### src/rtl/lsu_dbus_ctrl_pkg.sv
// Shared types and helpers for the memory-stage load/store unit.
//   lsu_state_t : transaction FSM states (IDLE / BUSY / DONE)
//   msize_t     : access size encoding, log2 of the byte count
//   size_bytes  : byte count of an access size
//   make_strobe : byte-enable pattern for a size at a byte offset. The result
//                 is 8 bits wide; callers on a narrower bus truncate it.
package lsu_dbus_ctrl_pkg;

   typedef enum logic [1:0] {
      LSU_IDLE = 2'd0,
      LSU_BUSY = 2'd1,
      LSU_DONE = 2'd2
   } lsu_state_t;

   typedef enum logic [1:0] {
      MSIZE_B = 2'd0,
      MSIZE_H = 2'd1,
      MSIZE_W = 2'd2,
      MSIZE_D = 2'd3
   } msize_t;

   function automatic logic [3:0] size_bytes(input logic [1:0] size);
      return 4'd1 << size;
   endfunction

   // Bytes shifted past lane 7 fall off the top of the result.
   function automatic logic [7:0] make_strobe(input logic [1:0] size, input logic [2:0] ofs);
      logic [15:0] strb;
      strb = ((16'd1 << size_bytes(size)) - 16'd1) << ofs;
      return strb[7:0];
   endfunction

endpackage

### src/rtl/lsu_dbus_ctrl_load_align.sv
// lsu_load_align: purely combinational load-data formatter.
// Shifts the raw bus word down by the byte offset, keeps the low 1/2/4/8 bytes
// and sign- or zero-extends them to the full bus width.
// Ports:
//   data_i  raw bus read data
//   ofs_i   byte offset of the access within the bus word
//   size_i  log2 of access bytes
//   zext_i  1 = zero-extend, 0 = sign-extend
//   rdata_o aligned, extended load data
module lsu_load_align
   import lsu_dbus_ctrl_pkg::*;
#(
   parameter int DATA_W = 64,
   parameter int OFS_W  = $clog2(DATA_W/8)
) (
   input  logic [DATA_W-1:0] data_i,
   input  logic [OFS_W-1:0]  ofs_i,
   input  logic [1:0]        size_i,
   input  logic              zext_i,
   output logic [DATA_W-1:0] rdata_o
);

   logic [DATA_W-1:0] shifted;
   logic [DATA_W-1:0] mask;
   logic              sgn;

   assign shifted = data_i >> {ofs_i, 3'b000};

   always_comb begin
      mask = '1;
      sgn  = 1'b0;
      case (size_i)
         MSIZE_B: begin
            mask = DATA_W'(8'hFF);
            sgn  = shifted[7];
         end
         MSIZE_H: begin
            mask = DATA_W'(16'hFFFF);
            sgn  = shifted[15];
         end
         MSIZE_W: begin
            mask = DATA_W'(32'hFFFF_FFFF);
            sgn  = shifted[31];
         end
         default: begin
            mask = '1;
            sgn  = 1'b0;
         end
      endcase
   end

   // Sign extension fills everything above the kept bytes with ones.
   assign rdata_o = (sgn && !zext_i) ? (shifted | ~mask) : (shifted & mask);

endmodule

### src/rtl/lsu_dbus_ctrl.sv
// lsu_dbus_ctrl: memory-stage load/store unit. Owns the data-bus request
// register and the transaction FSM, formats store data/strobes, and aligns and
// extends load data. The completed result is held in DONE until the pipeline
// advances, decoupling bus latency from downstream stalls.
//
// Build option: LSU_MISALIGN_EXC_EN - when defined, misaligned or
// lane-crossing accesses raise out_exc in IDLE instead of going to the bus.
// When undefined, out_exc is tied 0 and such accesses are issued as-is.
//
// Ports:
//   clk, reset             clock, synchronous active-high reset
//   in_*                   instruction from the execute/memory register
//   flush, advance         pipeline control
//   stall, out_valid,
//   out_rdata, out_exc     stage result
//   dreq_*                 registered bus request
//   dresp_*                bus response
//
// state | meaning
// IDLE  | no bus transaction; accepts a new memory instruction
// BUSY  | request outstanding on the bus; waits for addr_ok & data_ok
// DONE  | result held in out_rdata until advance or flush
module lsu_dbus_ctrl
   import lsu_dbus_ctrl_pkg::*;
#(
   parameter int DATA_W = 64,
   parameter int ADDR_W = 64,
   // Derived from DATA_W; not meant to be overridden.
   parameter int OFS_W  = $clog2(DATA_W/8)
) (
   input  logic                clk,
   input  logic                reset,
   input  logic                in_valid,
   input  logic                in_read,
   input  logic                in_write,
   input  logic [ADDR_W-1:0]   in_addr,
   input  logic [1:0]          in_size,
   input  logic                in_zext,
   input  logic [DATA_W-1:0]   in_wdata,
   input  logic                flush,
   input  logic                advance,
   output logic                stall,
   output logic                out_valid,
   output logic [DATA_W-1:0]   out_rdata,
   output logic                out_exc,
   output logic                dreq_valid,
   output logic [ADDR_W-1:0]   dreq_addr,
   output logic [1:0]          dreq_size,
   output logic [DATA_W-1:0]   dreq_data,
   output logic [DATA_W/8-1:0] dreq_strobe,
   input  logic                dresp_addr_ok,
   input  logic                dresp_data_ok,
   input  logic [DATA_W-1:0]   dresp_data
);

   localparam int STRB_W = DATA_W/8;

   lsu_state_t        state_q;
   logic              kill_q;
   logic              is_load_q;
   logic              zext_q;

   logic              is_mem;
   logic              start_c;
   logic              done_c;
   logic              exc_c;
   logic [OFS_W-1:0]  in_ofs;
   logic [1:0]        eff_size;
   logic [DATA_W-1:0] store_data;
   logic [STRB_W-1:0] store_strobe;
   logic [DATA_W-1:0] load_data;

   assign is_mem = in_valid & (in_read | in_write);
   assign in_ofs = in_addr[OFS_W-1:0];
   assign done_c = dresp_addr_ok & dresp_data_ok;

   // An 8-byte access cannot exist on a 32-bit bus; it degrades to 4 bytes.
   assign eff_size = (DATA_W == 32 && in_size == MSIZE_D) ? MSIZE_W : in_size;

   assign store_data   = in_wdata << {in_ofs, 3'b000};
   assign store_strobe = STRB_W'(make_strobe(eff_size, 3'(in_ofs)));

`ifdef LSU_MISALIGN_EXC_EN
   logic [2:0] low_bits;
   logic       cross_c;
   assign low_bits = in_addr[2:0] & 3'(size_bytes(eff_size) - 4'd1);
   assign cross_c  = ({1'b0, 4'(in_ofs)} + {1'b0, size_bytes(eff_size)}) > 5'(STRB_W);
   assign exc_c    = (|low_bits) | cross_c;
`else
   assign exc_c    = 1'b0;
`endif

   // Load formatting uses the held request, so it stays valid for the whole
   // transaction even if the instruction inputs wander.
   lsu_load_align #(
      .DATA_W (DATA_W),
      .OFS_W  (OFS_W)
   ) u_load_align (
      .data_i  (dresp_data),
      .ofs_i   (dreq_addr[OFS_W-1:0]),
      .size_i  (dreq_size),
      .zext_i  (zext_q),
      .rdata_o (load_data)
   );

   always_comb begin
      stall     = 1'b0;
      out_valid = 1'b0;
      out_exc   = 1'b0;
      start_c   = 1'b0;
      case (state_q)
         LSU_IDLE: begin
            if (is_mem && !flush) begin
               if (exc_c) begin
                  out_valid = 1'b1;
                  out_exc   = 1'b1;
               end else begin
                  stall   = 1'b1;
                  start_c = 1'b1;
               end
            end else if (!is_mem) begin
               out_valid = in_valid;
            end
         end
         LSU_BUSY: stall = 1'b1;
         LSU_DONE: out_valid = ~flush;
         default:  stall = 1'b0;
      endcase
   end

   always_ff @(posedge clk) begin
      if (reset) begin
         state_q     <= LSU_IDLE;
         kill_q      <= 1'b0;
         is_load_q   <= 1'b0;
         zext_q      <= 1'b0;
         dreq_valid  <= 1'b0;
         dreq_addr   <= '0;
         dreq_size   <= '0;
         dreq_data   <= '0;
         dreq_strobe <= '0;
         out_rdata   <= '0;
      end else begin
         case (state_q)
            LSU_IDLE: begin
               if (start_c) begin
                  dreq_valid  <= 1'b1;
                  dreq_addr   <= in_addr;
                  dreq_size   <= eff_size;
                  dreq_data   <= store_data;
                  dreq_strobe <= in_read ? '0 : store_strobe;
                  is_load_q   <= in_read;
                  zext_q      <= in_zext;
                  kill_q      <= 1'b0;
                  state_q     <= LSU_BUSY;
               end
            end
            LSU_BUSY: begin
               if (flush) begin
                  kill_q <= 1'b1;
               end
               if (done_c) begin
                  dreq_valid  <= 1'b0;
                  dreq_addr   <= '0;
                  dreq_size   <= '0;
                  dreq_data   <= '0;
                  dreq_strobe <= '0;
                  out_rdata   <= is_load_q ? load_data : '0;
                  kill_q      <= 1'b0;
                  // A flush landing on the completion cycle also kills.
                  state_q     <= (kill_q || flush) ? LSU_IDLE : LSU_DONE;
               end
            end
            LSU_DONE: begin
               if (advance || flush) begin
                  state_q <= LSU_IDLE;
               end
            end
            default: state_q <= LSU_IDLE;
         endcase
      end
   end

endmodule

### config.mk
export PLATFORM = sky130hd
export DESIGN_NAME = lsu_dbus_ctrl
export DESIGN_NICKNAME = d
export VERILOG_FILES = /design/src/rtl/lsu_dbus_ctrl_pkg.sv /design/src/rtl/lsu_dbus_ctrl_load_align.sv /design/src/rtl/lsu_dbus_ctrl.sv
export SDC_FILE = /design/constraint.sdc
export NUM_CORES = 1
export LEC_CHECK = 0
export ABC_CLOCK_PERIOD_IN_PS = 3200
export BUFFER_PORTS_ARGS = -buffer_cell sky130_fd_sc_hd__buf_2
export CORE_ASPECT_RATIO = 0.5
export CORE_MARGIN = 8
export CORE_UTILIZATION = 54
export CTS_BUF_LIST = sky130_fd_sc_hd__clkbuf_4
export CTS_CLUSTER_SIZE = 12
export DETAILED_ROUTE_END_ITERATION = 8
export PLACE_DENSITY_LB_ADDON = 0.2
export SLEW_MARGIN = 25
export SYNTH_ARGS = -nofsm -noshare
export SYNTH_HDL_FRONTEND = slang
export SYNTH_SLANG_ARGS = --single-unit
### constraint.sdc
create_clock -name clk -period 3.2 [get_ports clk]
set_input_delay 0.16 -clock clk [delete_from_list [all_inputs] [get_ports clk]]
set_output_delay 0.16 -clock clk [all_outputs]
set_load 0.01 [all_outputs]
==> results.cfg, run 1 <==
[routing]
routed_via_density = 5.93
drt-total-wl_um = 40500
wire_per_inst_um = 22.3
final_antenna_net_count = 0
first_iter_violations = 968
drc = 0
drt_pass1_iterations = 7
vias = 10800

[global_routing]
grt_first_pass_wirelength_um = 61500
grt_max_degree = 68
grt_overflow = 0
track_usage_pct = 32.7
grt_pass1_vias = 10800
antenna_found_initial = 4

[worst_setup_path]
crit_path_end_kind = register
r2r_cells = 5
slowest_stage = o311ai_2
r2r-end = out_rdata[19]$_SDFFE_PP0P_
r2r_start = dreq_addr[1]$_SDFFE_PP0P_
cp_data_required_time_ns = 3.65
slowest_delay_ns = 0.76
path_max_fanout = 27
crit_chain = mux2_2 > o22ai_1 > nor4_1 > o311ai_2 > o21ai_0
worst-setup-path-type = reg -> reg
crit_path_start_kind = register
r2r_slack_ns = 0.53
arrival_ns = 3.12

[timing]
period_share_pct = 83.4
tightestPinTransition_ns = 0.897
hold_violations = 0
setup_viol = 0
rsz0062_at_grt = false
maxSlewHeadroom_pct = 40.1
max_freq_mhz = 375
finalMaxSlewViolations = 0
clock-skew-final_ns = 0.0211
fin_crit_ns = 2.67
timing.setup.tns_ns = 0

[clocking]
cts-buffers-inserted = 45
cts-root-buf = clkbuf_4
cts_max_path_buffers = 3
path_clk_slew_ns = 0.09
clk_latency_ns = 0.62
clock_sinks = 208
htreeDepth = 2
cts_resized = 0
cts_tree = yes

[power_and_ir_drop]
max-vdd-ir-drop_mv = 0.313
power_density_nw_per_um2 = 421
fin_total_pwr_mw = 5.77
cellLeakagePower_nw = 6.51

[min_path]
hold_path_end = out_rdata[52]$_SDFFE_PP0P_
holdPathStages = 4
hold_start = dresp_data[52]
min_path_type = in -> reg

[floorplanning]
die_h_um = 112
initial_core_util_pct = 54.3
placementRows = 35
chipWidth_um = 207
dieArea_um2 = 23100
design.core.area_um2 = 18200
ioPinCount = 410

[layout]
final_common_cell = buf_2
fill_cells = 1302
fin_util_pct = 75.3
seq_area_um2 = 4170
stdcell_count = 1817
finalNetCount = 1746
mostFrequentLayoutCells = buf_2, dfxtp_1, nand2_1, dlygate4sd3_1, mux2i_1
drive_gt1_share_pct = 35.2
multi_input_area_um2 = 5310
areaGrowthSynthToFinish_pct = 38.7

[synthesis]
synth_cell_types = 49
synth_area_leaders = dfxtp_1, mux2i_1, a22o_1, nand2_1, o21ai_0
yosysTopAreaCell = dfxtp_1
synth_top_area_share_pct = 42.2
syn_area_um2 = 9870
synth_cells = 1053
synth_nets = 1258
ys_ff_latch = 208
yosysSeqAreaShare_pct = 42.2
synth_warnings = 0
synthArstFlopShare_pct = 0
synth_edf_count = 0
synth.avg_cell_area_um2 = 9.37
synthFlopType = dfxtp_1

[flow_run]
maxCapViolCount = 0

[placement]
finalWeightedCongestion = 0.962
io_buffers = 408
placedCellCount = 1620
hpwl_um = 28600

[status]
status = finished clean
[worst max-delay path: cells and delay by family (launching register included)]
kind | cells | cell delay, ns
DFF | 1 | 0.73
and+or+nand+nor | 1 | 0.14
muxes | 1 | 0.45
AOI/OAI and AO/OA | 3 | 1.18
[Yosys cell counts, drive strengths merged (3+ instances only)]
master / number
clkbuf: 54
o21ai: 113
and3: 3
mux2: 30
a221oi: 10
nor2b: 23
nand2b: 5
nor4: 6
nor3: 7
nor2: 34
buf: 41
a31oi: 9
mux2i: 111
nand2: 145
a22oi: 33
o22ai: 12
a21oi: 24
a22o: 101
a211oi: 31
mux4: 15
or2: 3
dfxtp: 208
nand3: 13
inv: 4
[layer usage]
layer | vias to the layer above | global-route usage, % | share of wire [%]
met5 | - | 0 | 0
met4 | 0 | 14.2 | 4.1
met3 | 117 | 8.67 | 9.4
met2 | 673 | 55.0 | 47
met1 | 5080 | 39.2 | 39
li1 | 4909 | - | -
[flip-flops by register name, indices dropped and copies added (netlist names)]
register / count
dreq_addr: 64
dreq_data: 64
dreq_size: 2
dreq_strobe: 8
dreq_valid: 1
is_load_q: 1
kill_q: 1
out_rdata: 64
state_q: 2
zext_q: 1
[kinds of logic (layout without fill, tap and decap cells)]
group,after synthesis,count (layout),synth area share (%)
other,1,6,0.0380
and+or+nand+nor,247,247,11.1
DFF,208,208,42.2
AOI/OAI and AO/OA,341,341,24.1
muxes,156,156,18.1
buffers and inverters,99,618,4.32
adders and majority gates,1,1,0.127
[through the flow]
step                hold slack, ns  area [um2]  setup slack (ns)
finish                      0.0299       13700             0.531
global route                0.0102       13700             0.367
CTS                        0.00329       13700             0.574
detailed placement           0.374       12000             0.610
global placement             0.364       12000             0.719
floorplan                    0.237        9870              1.07
[worst max path at each step]
stage,start,endpoint,slack [ns]
after floorplan,dreq_addr[1]$_SDFFE_PP0P_,out_rdata[32]$_SDFFE_PP0P_,1.07
after global placement,dreq_addr[1]$_SDFFE_PP0P_,out_rdata[28]$_SDFFE_PP0P_,0.72
after detailed placement,dreq_addr[1]$_SDFFE_PP0P_,out_rdata[19]$_SDFFE_PP0P_,0.61
after CTS,dreq_addr[1]$_SDFFE_PP0P_,out_rdata[19]$_SDFFE_PP0P_,0.57
after global routing,dreq_addr[1]$_SDFFE_PP0P_,out_rdata[22]$_SDFFE_PP0P_,0.37
final,dreq_addr[1]$_SDFFE_PP0P_,out_rdata[19]$_SDFFE_PP0P_,0.53
[final cells by class]
cell class / count / share of cell area [%]
Sequential cell: 208 / 30.5
Inverter: 4 / 0.110
Timing Repair Buffer: 536 / 24.4
Clock inverter: 21 / 0.832
Clock buffer: 57 / 3.13
Antenna cell: 5 / 0.0914
Multi-Input combinational cell: 746 / 38.8
Tap cell: 240 / 2.19
[report_power, final]
part | total (mW) | switching [mW] | internal (mW)
Clock | 2.00 | 1.07 | 0.927
Sequential | 2.72 | 0.0588 | 2.66
Combinational | 1.05 | 0.578 | 0.473
Total | 5.77 | 1.71 | 4.06
[timing repair]
action | CTS | global route
buffers inserted | 0 | 0
hold endpoints to repair | 131 | 0
hold buffers | 114 | 0
No activity file was read; power rests on OpenSTA's default activity.
==> run 2: changes to the inputs <==
ABC_CLOCK_PERIOD_IN_PS = 2400   (was 3200)
CORE_UTILIZATION = 45   (was 54)
clock period = 2.4 ns   (was 3.2 ns; I/O delays follow)
==> results.cfg, run 2 (synthesis gave the netlist of run 1 again) <==
[clocking]
htreeDepth = 2
clk_latency_ns = 0.70
cts_max_path_buffers = 3
cts-buffers-inserted = 49
cts_tree = yes
clock_sinks = 208
cts_setup_buffers = 0
cts-root-buf = clkbuf_4
path_clk_slew_ns = 0.08

[floorplanning]
ioPinCount = 410
die_h_um = 121
dieArea_um2 = 27200
placementRows = 38
chipWidth_um = 225
design.core.area_um2 = 21600
initial_core_util_pct = 45.7

[layout]
stdcell_count = 2002
areaGrowthSynthToFinish_pct = 52.3
mostFrequentLayoutCells = buf_2, dlygate4sd3_1, dfxtp_1, nand2_1, mux2i_1
fin_area_um2 = 15000
final_common_cell = buf_2
finalNetCount = 1869
top_regs = dreq_addr: 64 flops, dreq_data: 64 flops, out_rdata: 64 flops
drive_gt1_share_pct = 34.6
fill_cells = 1718

[routing]
drc = 0
wire_per_inst_um = 22.5
drt_pass1_iterations = 6
vias = 11400
routed_via_density = 5.70
first_iter_violations = 1281
final_antenna_net_count = 0
drt-total-wl_um = 44900

[power_and_ir_drop]
power_density_nw_per_um2 = 559
cellLeakagePower_nw = 7.09
fin_total_pwr_mw = 8.40
max-vdd-ir-drop_mv = 0.405

[timing]
tightestPinTransition_ns = 0.756
period_share_pct = 97.4
hold_violations = 0
max_freq_mhz = 428
fin_crit_ns = 2.34
setup_viol = 0
rsz0062_at_grt = false
clock-skew-final_ns = 0.0491
maxSlewHeadroom_pct = 49.1
timing.setup.tns_ns = 0
finalMaxSlewViolations = 0

[global_routing]
grt_pass1_vias = 11800
antenna_found_initial = 6
grt_max_degree = 64
grt_first_pass_wirelength_um = 68200
grt_overflow = 0
track_usage_pct = 31.4

[placement]
io_buffers = 408
dpl_cell_area_um2 = 12300
hpwl_um = 29900
finalWeightedCongestion = 0.934
placedCellCount = 1704

[flow_run]
maxCapViolCount = 0

[worst_setup_path]
arrival_ns = 2.85
crit_path_end_kind = register
worst-setup-path-type = reg -> reg
crit_path_start_kind = register
cp_data_required_time_ns = 2.91
r2r_slack_ns = 0.06
path_max_fanout = 23

[min_path]
min_path_type = in -> reg

[status]
status = finished clean
run 2: what timing repair did:
action,in CTS,in global routing
hold endpoints to repair,181,0
endpoints found under the setup margin,0,12
gates resized for setup,0,3
hold buffers,209,0
run 2: layout make-up:
class                           instances  area (um2)  area share [%]
Multi-Input combinational cell        746        5320            35.4
Timing Repair Buffer                  655        4490            29.9
Sequential cell                       208        4170            27.7
Clock buffer                           69         518            3.45
Tap cell                              300         375            2.50
Clock inverter                         15         135           0.899
Inverter                                4        15.0          0.0999
Antenna cell                            5        12.5          0.0832
run 2: final timing paths:
path	from	end	cells past startpoint
max	dreq_addr[0]$_SDFFE_PP0P_	out_rdata[22]$_SDFFE_PP0P_	5
min reg2reg	dreq_valid$_SDFFE_PP0P_	dreq_valid$_SDFFE_PP0P_	2
max reg2reg	dreq_addr[0]$_SDFFE_PP0P_	out_rdata[22]$_SDFFE_PP0P_	5
min	in_wdata[23]	dreq_data[23]$_SDFFE_PP0P_	4
run 2: per-stage QoR:
stage / utilization [%] / hold WS [ns] / worst slack (ns)
after floorplan: - / 0.197 / 0.269
after global placement: 56.8 / 0.326 / 0.324
after detailed placement: 56.8 / 0.333 / 0.261
after CTS: 69.5 / 0.000943 / 0.0375
after global routing: 69.6 / 0.0209 / 0.0160
final: 69.6 / 0.0631 / 0.0632
run 2: critical path, cell delays in order, from the launching register on:
cell           delay, ns
dfxtp_2             0.42
buf_6               0.27
mux2_2              0.36
dlygate4sd3_1       0.57
a221oi_1            0.43
o21ai_0             0.13
run 2: metal layers:
metal / global-route usage [%] / part of all wire [%] / vias to the layer above
li1: - / - / 5159
met1: 37.4 / 39 / 5454
met2: 53.8 / 49 / 656
met3: 8.00 / 9.1 / 146
met4: 13.1 / 3.8 / 2
met5: 0 / 0.022 / -
run 2: report_power, final:
| group | internal [mW] | leakage (nW) | switching, mW | total (mW) |
|---|---|---|---|---|
| logic | 0.777 | 5.02 | 0.839 | 1.62 |
| clock network | 1.64 | 0.381 | 1.53 | 3.17 |
| registers | 3.55 | 1.69 | 0.0691 | 3.61 |
| total | 5.96 | 7.09 | 2.43 | 8.40 |
